$ cat config.mk
export PLATFORM = sky130hd
export DESIGN_NAME = store_buffer
export DESIGN_NICKNAME = d
export VERILOG_FILES = /design/src/rtl/store_buffer.sv
export SDC_FILE = /design/constraint.sdc
export NUM_CORES = 1
export LEC_CHECK = 0
export CORE_MARGIN = 2
export CORE_UTILIZATION = 54
export DETAILED_ROUTE_END_ITERATION = 7
export PLACE_DENSITY = 0.79
export SLEW_MARGIN = 0
export SYNTH_ARGS = -nofsm -noshare
export SYNTH_HDL_FRONTEND = slang
export SYNTH_SLANG_ARGS = --single-unit
$ cat constraint.sdc
create_clock -name clk -period 5.6 [get_ports clk]
set_clock_uncertainty 0.15 [all_clocks]
set_input_delay 1.68 -clock clk [delete_from_list [all_inputs] [get_ports clk]]
set_output_delay 1.68 -clock clk [all_outputs]
set_load 0.03 [all_outputs]
$ cat src/rtl/store_buffer.sv
// Posted-write FIFO between the execute/memory stage and the data memory.
// Drains one store per free memory cycle and forwards pending data to hitting loads.
module store_buffer #(
  parameter int DEPTH = 4,
  parameter int AW    = 10,
  parameter int DW    = 32
) (
  input  logic                         clk,
  input  logic                         reset,
  input  logic                         st_valid,
  input  logic [AW-1:0]                st_addr,
  input  logic [DW-1:0]                st_data,
  input  logic [31:0]                  st_pc,
  output logic                         st_ready,
  input  logic                         ld_req,
  input  logic [AW-1:0]                ld_addr,
  output logic                         ld_hit,
  output logic [DW-1:0]                ld_data,
  input  logic                         dm_busy,
  output logic                         dm_wr_en,
  output logic [AW-1:0]                dm_addr,
  output logic [DW-1:0]                dm_wdata,
  output logic [31:0]                  dm_pc,
  output logic [$clog2(DEPTH+1)-1:0]   count,
  output logic                         empty,
  output logic                         full
);

  localparam int PW = $clog2(DEPTH);
  localparam int CW = $clog2(DEPTH+1);

  logic [AW-1:0] addr_mem [DEPTH];
  logic [DW-1:0] data_mem [DEPTH];
  logic [31:0]   pc_mem   [DEPTH];

  logic [PW-1:0] wr_ptr_reg;
  logic [PW-1:0] rd_ptr_reg;
  logic [CW-1:0] count_reg;
  logic [CW-1:0] count_next;
  logic          enq;
  logic          drain;

  assign full     = (count_reg == CW'(DEPTH));
  assign empty    = (count_reg == '0);
  assign st_ready = !full;
  assign count    = count_reg;

  assign enq      = st_valid & st_ready;
  assign drain    = !empty & !dm_busy;
  assign dm_wr_en = drain;

  // Head entry is presented even while dm_busy so the write is ready the moment the port frees.
  assign dm_addr  = empty ? '0 : addr_mem[rd_ptr_reg];
  assign dm_wdata = empty ? '0 : data_mem[rd_ptr_reg];
  assign dm_pc    = empty ? '0 : pc_mem[rd_ptr_reg];

  always_comb begin
    count_next = count_reg;
    unique case ({enq, drain})
      2'b10:   count_next = count_reg + CW'(1);
      2'b01:   count_next = count_reg - CW'(1);
      default: count_next = count_reg;
    endcase
  end

  always_ff @(posedge clk) begin
    if (reset) begin
      wr_ptr_reg <= '0;
      rd_ptr_reg <= '0;
      count_reg  <= '0;
    end else begin
      if (enq) begin
        wr_ptr_reg <= wr_ptr_reg + PW'(1);
      end
      if (drain) begin
        rd_ptr_reg <= rd_ptr_reg + PW'(1);
      end
      count_reg <= count_next;
    end
  end

  // Payload storage needs no reset: occupancy alone decides what is valid.
  always_ff @(posedge clk) begin
    if (enq) begin
      addr_mem[wr_ptr_reg] <= st_addr;
      data_mem[wr_ptr_reg] <= st_data;
      pc_mem[wr_ptr_reg]   <= st_pc;
    end
  end

  // Entries are examined by age (0 = oldest at rd_ptr); a later match overrides, so the youngest wins.
  logic [PW-1:0]    age_idx [DEPTH];
  logic [DEPTH-1:0] age_match;
  logic             fwd_hit;
  logic [DW-1:0]    fwd_data;

  generate
    for (genvar gi = 0; gi < DEPTH; gi++) begin : g_age
      assign age_idx[gi]   = rd_ptr_reg + PW'(gi);
      assign age_match[gi] = (CW'(gi) < count_reg) && (addr_mem[age_idx[gi]] == ld_addr);
    end
  endgenerate

  always_comb begin
    fwd_hit  = 1'b0;
    fwd_data = '0;
    for (int i = 0; i < DEPTH; i++) begin
      if (age_match[i]) begin
        fwd_hit  = 1'b1;
        fwd_data = data_mem[age_idx[i]];
      end
    end
  end

  assign ld_hit  = ld_req & fwd_hit;
  assign ld_data = ld_hit ? fwd_data : '0;

endmodule

==> summary.txt <==
Routing
  • Iter 0 DRT Violations: approximately 1000
  • Post-route ant nets: 0
  • Pre-antenna DRT Iters: 5
  • DRC errors left: 0
  • Total routed wirelength: 43600 um
  • Avg WL per Cell: 24.5 um
  • Via density: 6.48
  • Vias post-DR: ~12000

Setup path
  • Reg2Reg Depth: 5
  • Crit. End Element: output pin
  • Crit Path Class: in -> out
  • Worst Path Required: 3.77 ns
  • Setup crit start kind: primary input
  • CP startpoint: ld_addr[2]
  • Crit path DAT: 3.85 ns
  • CP Max Fanout: 5
  • Origin of the critical flop-to-flop path: count[0]$_SDFFE_PP0P_
  • Crit-path max cell delay: between 0.3 and 0.4 ns
  • Crit-path cells: buf_12 -> xor2_4 -> nor4_4 -> o2111ai_2 -> buf_4 -> a311oi_4 -> buf_6 -> buf_12 -> nand3_4 -> a311oi_2 -> buf_4 -> buf_12
  • CP dominant cell by count: buf_12
  • Critical path's slowest cell: a311oi_2

Finish
  • Filler cells: slightly below 2000
  • Fin nets: 1455
  • Fin util: 70.8%
  • Share of cells above drive strength 1: roughly a third
  • Non-filler instance count after layout: ~1800
  • Design area: roughly 22000 um2
  • Top flop regs: data_mem: 128 flops, pc_mem: 128 flops, addr_mem: 40 flops
  • Area growth, synth to finish: 28.9%

Synthesis
  • Mapped Avg Cell Area: about 15 um2
  • Cell taking the most area after synthesis: edfxtp_1
  • Mapped Area: 16800 um2
  • Distinct cells, synth: 55
  • Syn. warnings: 0
  • Synth area leaders: edfxtp_1, mux4_2, nor2b_1
  • Number of synthesized register bits: 305
  • Asr flop ratio synth: 0%
  • Commonest cells post-synth: edfxtp_1, mux4_2, nor2b_1
  • Synth top area share: 52.9%
  • Sequential area share after synthesis: 53.9%
  • Top-count cell post-synth: edfxtp_1
  • Syn Inst Count: 1108
  • Number of flops mapped to enable cells by yosys: just under 300
  • Synth Flop Type: edfxtp_1
  • Mapped Nets: between 1000 and 1500

Placed design
  • Inst Count DP: 1683
  • Port bufs: 202
  • Dpl ws: -0.769 ns
  • Gpl congestion: about 0.83
  • Post-DP HPWL: around 27000 um
  • Placed Area: 19700 um2

Die
  • Core Region: 30600 um2
  • DIE WIDTH: about 180 um
  • Die Span Y: 180 um
  • Full die area: 32600 um2
  • IO Count: 203
  • Initial Utilization: 55.0%
  • Rows: 64

Timing
  • Slew at the pin closest to its max-slew limit: 0.859 ns
  • Highest clock rate: about 180 MHz
  • Unrepaired setup endpoints after global routing: yes
  • Final setup fails: 10
  • Slew margin rel.: 42.8%
  • Tcrit/Tclk final: 101%
  • Setup slack after layout: -0.0787 ns
  • Post-layout min period: approximately 5.7 ns
  • Final Hold Fails: 0
  • Fin. max-slew vios: 0

Global routing
  • Initial antenna violation count: 3
  • GRT Resource Usage Total: 25.8%
  • GR Overflow Total: 0
  • M1 GR Usage: 34.3%
  • Largest net degree at the start of global routing: 47
  • Met3 usage: 5.56%
  • Vias in the first global route: ~12000
  • Most Crowded Layer GR: met2
  • First-pass GRT wire length: about 66000 um
  • Met2 usage: between 40% and 50%

Clocking
  • CTS buffer count: 31
  • Clock root buffer: clkbuf_16
  • CTS tree: done
  • Skew-Pair Late Insertion Delay: 0.57 ns
  • Clock-pin slew on the worst setup and hold paths: roughly 0.060 ns
  • CTS sink cnt: 305
  • CTS Buffer Depth: 3
  • H-tree lvl count: 1
  • # hold bufs at CTS: 0

Worst hold path
  • Hold Crit Depth: 2
  • Worst Hold Launch: wr_ptr_reg[0]$_SDFFE_PP0P_
  • HP Class: reg -> reg

Run status
  • Outcome: finished, violations left
  • Violated checks: negative setup slack

Pwr
  • P per Cell Area: around 420 nW/um2
  • Leak Pwr: approximately 6.8 nW
  • Maximum VDD drop: 435 uV

Job
  • Max Cap Violations: 0
power breakdown:
group	leakage [nW]	internal [mW]	switching [mW]
Combinational	3.48	1.84	2.33
Sequential	2.79	2.72	0.144
Clock	0.491	1.16	0.880
Total	6.76	5.73	3.35
worst max-delay path: cells and delay by family:
kind	cells	cell delay [ns]
buffers and inverters	6	0.91
AOI/OAI and AO/OA	3	0.69
and+or+nand+nor	2	0.38
xor gates and xnor gates	1	0.16
routing by layer:
metal / routed length, um / vias up
met5: 23 / -
li1: - / 4985
met1: 16700 / 5771
met2: 21400 / 640
met3: 3880 / 121
met4: 1520 / 4
worst paths after layout:
check,endpoint,slack (ns)
worst max-delay path,ld_data[27],-0.08
worst min-delay path,wr_ptr_reg[0]$_SDFFE_PP0P_,0.45
worst max register to register,data_mem[3][8]$_DFFE_PP_,2.85
worst min register to register,wr_ptr_reg[0]$_SDFFE_PP0P_,0.45
kinds of logic (layout without fill, tap and decap cells):
kind of cell             Yosys count  after routing  share of synthesized area, %
multiplexers                     214            214                          23.7
flip-flops                       305            305                          53.9
AND/OR/NAND/NOR                  249            249                          7.84
AO/OA/AOI/OAI                    153            153                          7.32
adder cells (fa/ha/maj)            9              9                         0.670
XOR/XNOR                          52             52                          2.71
buffers and inverters            126            400                          3.80
other                              0              1                             0
metrics by stage:
stage / power, mW / TNS, ns / hold WS (ns)
floorplan: 5.59 / 0 / 0.388
global placement: 6.84 / -21.49 / 0.416
detailed placement: 6.88 / -21.81 / 0.426
CTS: 8.97 / -0.854 / 0.446
global route: 9.44 / -1.52 / 0.484
finish: 9.08 / -0.354 / 0.445
cells in the final DEF, fill, tap and decap left out, types with 32 or more instances in the layout:
master           netlist  layout
buf_4                  5     102
nand2_1               62      61
clkdlybuf4s50_1        0     159
mux4_2               145     145
nor2b_1               74      72
mux2i_1               46      46
edfxtp_1             296     296
a21oi_1               59      48
clkbuf_16              0      32
layout make-up:
class	instances	area (um2)	area share, %
antenna	1	2.50	0.0115
tap	396	495	2.29
timing repair buffer	321	3340	15.4
sequential	305	9080	41.9
clock buffer	35	791	3.65
clock inverter	23	221	1.02
inverter	21	81.3	0.375
multi-input combinational	677	7650	35.3
what timing repair did:
item,CTS,global route
buffers inserted,13,26
gates resized for setup,90,86
cloned,4,1
pin swaps,27,40
endpoints found under the setup margin,33,32
(Power assumes the default switching activity.)
